[src/rtl/alu_issue_sequencer.sv]
// alu_issue_sequencer: multi-cycle RV32 decode/issue FSM driving ALU, regfile reads, writeback and BEQ resolution
module alu_issue_sequencer #(
  parameter int DATA_W = 32,
  parameter int REG_AW = 5,
  parameter bit SUPPRESS_X0 = 1
) (
  input  logic              clk,
  input  logic              rst,
  input  logic              instr_valid,
  output logic              instr_ready,
  input  logic [31:0]       instr,
  output logic [REG_AW-1:0] rs1_addr,
  output logic [REG_AW-1:0] rs2_addr,
  input  logic [DATA_W-1:0] rs1_data,
  input  logic [DATA_W-1:0] rs2_data,
  output logic              alu_enable,
  output logic [4:0]        alu_command,
  output logic [DATA_W-1:0] alu_data1,
  output logic [DATA_W-1:0] alu_data2,
  input  logic [DATA_W-1:0] alu_result,
  input  logic              alu_zero,
  output logic              wb_en,
  output logic [REG_AW-1:0] wb_addr,
  output logic [DATA_W-1:0] wb_data,
  output logic              branch_valid,
  output logic              branch_taken,
  output logic [DATA_W-1:0] branch_offset,
  output logic              illegal
);
  typedef enum logic [2:0] {IDLE, DECODE, SETUP, EXEC, CAPTURE, DONE} state_t;
  state_t state, state_n;
  logic [31:0] ir;
  logic [2:0] f3;
  logic [6:0] f7, op;
  logic r_op, i_op, b_op, r_ok, legal, rd0;
  logic [4:0] cmd;
  logic [DATA_W-1:0] d2, off;
  assign op = ir[6:0];
  assign f3 = ir[14:12];
  assign f7 = ir[31:25];
  assign rs1_addr = REG_AW'(ir[19:15]);
  assign rs2_addr = REG_AW'(ir[24:20]);
  assign instr_ready = (state == IDLE) & ~rst;
  assign r_op = op == 7'b0110011;
  assign i_op = op == 7'b0010011 && f3 == 3'b000;
  assign b_op = op == 7'b1100011 && f3 == 3'b000;
  assign r_ok = r_op && ((f7 == 7'b0000000 && f3 inside {3'b000, 3'b001, 3'b100, 3'b110, 3'b111}) ||
                         (f7 == 7'b0100000 && f3 == 3'b000));
  assign legal = r_ok | i_op | b_op;
  assign rd0 = ir[11:7] == 5'd0;
  // command is only meaningful for legal encodings; the last arm is AND
  assign cmd = (b_op || (r_op && f3 == 3'b000 && f7[5])) ? 5'b00001 :
               (i_op || f3 == 3'b000)                    ? 5'b00010 :
               f3 == 3'b001                              ? 5'b00100 :
               f3 == 3'b100                              ? 5'b01000 :
               f3 == 3'b110                              ? 5'b10000 : 5'b00111;
  assign d2 = i_op                     ? {{(DATA_W-12){ir[31]}}, ir[31:20]} :
              (r_op && f3 == 3'b001)   ? {{(DATA_W-5){1'b0}}, rs2_data[4:0]} : rs2_data;
  assign off = {{(DATA_W-13){ir[31]}}, ir[31], ir[7], ir[30:25], ir[11:8], 1'b0};
  always_comb begin
    state_n = state;
    case (state)
      IDLE:    state_n = instr_valid ? DECODE : IDLE;
      DECODE:  state_n = legal ? SETUP : DONE;
      SETUP:   state_n = EXEC;
      EXEC:    state_n = CAPTURE;
      CAPTURE: state_n = DONE;
      default: state_n = IDLE;
    endcase
  end
  always_ff @(posedge clk or posedge rst) begin
    if (rst) begin
      state <= IDLE;
      ir <= '0;
      alu_enable <= 1'b0;
      alu_command <= '0;
      alu_data1 <= '0;
      alu_data2 <= '0;
      wb_en <= 1'b0;
      wb_addr <= '0;
      wb_data <= '0;
      branch_valid <= 1'b0;
      branch_taken <= 1'b0;
      branch_offset <= '0;
      illegal <= 1'b0;
    end else begin
      state <= state_n;
      if (state == IDLE && instr_valid) ir <= instr;
      // operands registered on leaving DECODE so the ALU sees them a full cycle before its enable
      if (state == DECODE && legal) begin
        alu_command <= cmd;
        alu_data1 <= rs1_data;
        alu_data2 <= d2;
      end
      alu_enable <= state == SETUP;
      illegal <= state == DECODE && !legal;
      wb_en <= state == CAPTURE && !b_op && !(SUPPRESS_X0 && rd0);
      branch_valid <= state == CAPTURE && b_op;
      if (state == CAPTURE) begin
        wb_data <= alu_result;
        wb_addr <= REG_AW'(ir[11:7]);
        branch_taken <= alu_zero;
        branch_offset <= off;
      end
    end
  end
endmodule
[config.mk]
export PLATFORM = sky130hd
export DESIGN_NAME = alu_issue_sequencer
export DESIGN_NICKNAME = d
export VERILOG_FILES = /design/src/rtl/alu_issue_sequencer.sv
export SDC_FILE = /design/constraint.sdc
export NUM_CORES = 1
export LEC_CHECK = 0
export ABC_AREA = 1
export CAP_MARGIN = 15
export CORE_AREA = 4 4 126 128
export DETAILED_ROUTE_END_ITERATION = 16
export DIE_AREA = 0 0 130 132
export PLACE_DENSITY = 0.95
export SYNTH_ARGS = -nofsm -noshare
export SYNTH_HDL_FRONTEND = slang
export SYNTH_SLANG_ARGS = --single-unit
[constraint.sdc]
create_clock -name clk -period 14.9 [get_ports clk]
set_clock_uncertainty 0.1 [all_clocks]
set_input_delay 3.725 -clock clk [delete_from_list [all_inputs] [get_ports clk]]
set_output_delay 3.725 -clock clk [all_outputs]
set_load 0.01 [all_outputs]
Word level (Yosys, flattened, before mapping)
Cells that the tools add are included.

storage, ports and cells
  input bits = 132
  bits in registers = 158

cells by class
  equal/unequal tests = 12
  multiplexer cells = 10
  bitwise operators = 4
  reduce and logical (&&, ||, !) cells = 25

operators by type and width
  operator                                        number
  two-way mux 32 bit                              2
  two-way mux 5 bit                               5
  one-hot mux 3 bit (5 select lines)              1
  == test 7 x 6 -> 1 bit (second input constant)  2
  logical AND 1 bit                               14
  == test 3 bit (second input constant)           4
  == test 7 x 5 -> 1 bit (second input constant)  1
  == test 7 bit (second input constant)           1
  logical NOT 7 bit                               1
  == test 3 x 1 -> 1 bit (second input constant)  2
  == test 3 x 2 -> 1 bit (second input constant)  2
  logical NOT 3 bit                               2
  logical NOT 5 bit                               1
  nonzero test 5 bit                              1
  logical NOT 1 bit                               3
  logical OR 1 bit                                3
  two-way mux 3 bit                               1
  OR 1 bit                                        2
  AND 1 bit                                       1
  two-way mux 1 bit                               1
  inverter 1 bit                                  1

Depth between registers and ports, before layout
  depth in word-level cells = 9
  mapped depth = 12

Least setup slack after synthesis
No wires, ideal clock.

  path type = input -> output
  from = input rst
  to = output instr_ready
  data arrival time = 4.078 ns
  setup slack = 6.997 ns
  path buffers = 0
  stages on the path = 1
  cell sequence = nor4_1

on the way
  word-level cells in the longest chain between the ends = 2

RTL lines
  what                line  RTL
  start: declaration  8     input logic rst,
  inverter 1 bit      43    assign instr_ready = (state == IDLE) & ~rst;
  AND 1 bit           43
  end: declaration    10    output logic instr_ready,

Every way passes these cells.

Worst setup path in the final report
Ends and elaborated chain as after synthesis.

==> out/qor_table.md <==
| Parameter | Reported |
| --- | --- |
| Run status | complete, no violations |
| Via count normalized by instance count | 5.05 |
| Cell taking the most area after synthesis | dfrtp_1 |
| Ys Warns | 0 |
| Iter 0 DRT Violations | 313 |
| Sink count of the clock tree | 153 |
| Post-route setup TNS | 0 ns |
| Combinational share of power | 0.365 |
| Kind of start point of the critical path | primary input |
| Crit Path Category | in -> out |
| Data arrival time of the critical path | 5.15 ns |
| Cells resized by post-CTS repair | 0 |
| Reg area | 3830 um^2 |
| Root buf cell | clkbuf_16 |
| Gate count of the mapped netlist | 769 |
| Horiz. Die Dim | 130 um |
| Global-route wire length before repair | 30700 um |
| Area grow syn2layout | 47.9% |
| Yosys top cell area share | 0.569 |
| Number of antenna violations at the first check in global routing | 1 |
| Clock Power Share | 0.262 |
| Worst EP required | 11.07 ns |
| Peak fanout along the critical path | 2 |
| Seq/Total Area, Yosys | 0.569 |
| Clock period minus worst slack | 8.98 ns |
| Cell depth of the worst setup path | 3 |
| Clock-pin slew on the worst setup and hold paths | 0.06 ns |
| TritonCTS buffer count | 17 |
| Total power density per cell area | 166 nW/um^2 |
| Hold Path Class | reg -> reg |
| Maximum number of pins on one net before global-route repair | 84 |
| Count of antenna-violating nets left after detailed routing | 0 |
| Share of total power in sequential cells | 0.372 |
| Proportion of layout cells with a drive suffix above 1 | 0.0711 |
| Cells along the critical path | clkdlybuf4s50_1 -> nor4_1 -> clkdlybuf4s50_1 |
| Standard cell with the maximum stage delay on the critical path | clkdlybuf4s50_1 |
| Post-layout instance count excluding filler cells | 1201 |
| Die H | 132 um |
| Worst-margin pin slew | 1.13 ns |
| Number of standard-cell rows in the floorplan | 45 |
| Number of failing setup endpoints in the final timing report | 0 |
| IR drop worst, VDD | 129 uV |
| Max incr delay on CP | 0.62 ns |
| Detailed placement HPWL | 14200 um |
| Internal portion of total power | 0.00109 W |
| Number of filler cells placed in the layout | 1105 |
| Worst-Skew Late Latency | 0.41 ns |
| Number of buffers inserted by port buffering | 284 |
| Crit Reg-Reg Endpoint | alu_data2[29]$_DFFE_PP0P_ |
| Worst Setup Slack post-DPL | 5.91 ns |
| Remaining design rule violation count | 0 |
| Routed wire length | 20000 um |
| Count of cells along the worst register-to-register path | 10 |
| Post-synth net total | 901 |
| Average footprint of a synthesized cell | 8.74 um^2 |
| Most used cell along the critical path | clkdlybuf4s50_1 |
| Cell leakage power | 4.55 nW |
| Setup crit end kind | output port |
| Critical path buffers and inverters | 2 |
| CTS HTree Levels | 4 |
| Worst reg2reg path startpoint | ir[12]$_DFFE_PP0P_ |
| Via count of the routed design | 6063 |
| Vias in the first global route | 6083 |
| IO Pins | 286 |
| Count of final hold-check violations | 0 |
| Post-CTS Hold Fix Bufs | 0 |
| Final worst slack | 5.92 ns |
| Count of placed standard cells including taps | 1170 |
| Clock Path Buffers | 2 |
| Final critical-path share of the clock period | 0.603 |
| Count of antenna diodes in the layout | 0 |
| Area taken by multi-input logic gates | 2290 um^2 |
| Max transition margin | 0.245 |
| Post-synthesis register bit count | 153 |
| Global-route usage over all layers | 0.229 |
| R2R setup slack | 11.74 ns |
| Core area | 14900 um^2 |
| Summed instance area of the synthesized netlist | 6720 um^2 |
| Number of detailed-route iterations in the first pass | 4 |
| Setup repair after global routing missed its margin | false |
| Crit. Startpoint | rst |
| Maximum Capacitance Violations | 0 |
| Effective utilization at floorplan | 0.452 |
| CTS tree | done |
| Placer congestion estimate | 0.798 |
| Final global-route overflow total | 0 |
| Placed cell area | 9350 um^2 |
| Post-layout net count | 1133 |
| Max Slew Vio Count | 0 |
| Count of cell types in the netlist | 27 |
| Family with the most delay on the worst path | buffers and inverters |
| Worst setup path end | instr_ready |
| Net switching power | 0.000554 W |
| Achievable clock frequency | 0.111 GHz |
| Setup fix buffers added after clock tree synthesis | 0 |
| Total non-filler cell area in the finished layout | 9950 um^2 |
| Average wire per cell in the routed design | 16.6 um |
| Area contributors post-synth | dfrtp_1 (57%), nand2_1 (14%), nand3_1 (5.8%) |
| Die Footprint | 17200 um^2 |
| Net Sw Frac | 0.336 |
[worst reg2reg max path, delay by kind of cell, from the launching register on]
family	cells	cell delay, ns
AO/OA/AOI/OAI	1	0.08
flip-flops	1	0.39
buffers and inverters	3	1.21
AND/OR/NAND/NOR	6	1.25
[cell type report]
type                    count  share of cell area
clock inverters            12              0.0152
inverters                  26              0.0103
well taps                 188              0.0236
repair buffers            291               0.291
flip-flops and latches    153               0.385
multi-input cells         512               0.230
clock buffers              19              0.0445
[synthesized netlist by cell type (all sizes together)]
library cell,n
nand3,79
nor2,89
clkinv,1
nand2,253
nand4,4
nor3,4
dfrtp,153
nor4,1
o21ai,18
conb,1
a21oi,50
clkbuf,12
mux2,13
inv,25
buf,66
[how the worst min path moves through the flow]
stage	to	slack, ns	start	depth (start not counted)
3_5_place_dp	alu_data1[26]$_DFFE_PP0P_	0.36	alu_data1[26]$_DFFE_PP0P_	2
2_1_floorplan	wb_addr[2]$_DFFE_PP0N_	0.35	ir[9]$_DFFE_PP0P_	2
5_1_grt	alu_data1[22]$_DFFE_PP0P_	0.39	alu_data1[22]$_DFFE_PP0P_	2
6_report	alu_data1[29]$_DFFE_PP0P_	0.37	alu_data1[29]$_DFFE_PP0P_	2
4_1_cts	alu_data1[12]$_DFFE_PP0P_	0.37	alu_data1[12]$_DFFE_PP0P_	2
3_3_place_gp	alu_data1[3]$_DFFE_PP0P_	0.35	alu_data1[3]$_DFFE_PP0P_	2
[flip-flops by register name, indices dropped and copies added (netlist names)]
| name | count |
|---|---|
| branch_offset | 8 |
| alu_enable | 1 |
| wb_addr | 4 |
| wb_data | 32 |
| ir | 32 |
| alu_command | 5 |
| branch_valid | 1 |
| alu_data1 | 32 |
| illegal | 1 |
| state | 3 |
| branch_taken | 1 |
| alu_data2 | 32 |
| wb_en | 1 |
[kinds of logic after synthesis]
| logic type | count (synthesis) | synth area share |
|---|---|---|
| AO/OA/AOI/OAI | 68 | 0.0540 |
| buffers and inverters | 104 | 0.0917 |
| other | 1 | 0.000558 |
| flip-flops | 153 | 0.569 |
| multiplexers | 13 | 0.0218 |
| AND/OR/NAND/NOR | 430 | 0.263 |
[per-layer routing]
metal	track usage	wire length [um]	vias to the layer above
li1	-	-	2873
met1	0.260	7630	2915
met2	0.397	9990	250
met3	0.0948	2100	23
met4	0.0589	251	2
met5	0	11	-
[cell usage in the layout, fill, tap and decap left out, drive strengths merged]
master	n
a21oi	50
clkbuf	19
o21ai	18
nor3	4
clkdlybuf4s50	284
nand3	79
dfrtp	153
bufinv	3
nand4	4
nor2	89
nor4	1
buf	7
conb	1
mux2	13
clkinv	8
clkinvlp	2
inv	25
nand2	253
[stage by stage]
stage / util / total power [W] / hold WS, ns
after floorplan: - / 0.000943 / 0.353
after global placement: 0.629 / 0.00120 / 0.351
after detailed placement: 0.629 / 0.00123 / 0.358
after CTS: 0.669 / 0.00167 / 0.372
after global routing: 0.669 / 0.00175 / 0.386
final: 0.669 / 0.00165 / 0.367
[power groups by stage]
stage	combinational [W]	sequential, W	clock [W]
5_1_grt	0.000660	0.000628	0.000460
6_report	0.000602	0.000614	0.000432
4_1_cts	0.000611	0.000614	0.000441
2_1_floorplan	0.000312	0.000631	0
3_5_place_dp	0.000608	0.000618	0
3_3_place_gp	0.000590	0.000614	0
(Power assumes the default switching activity.)
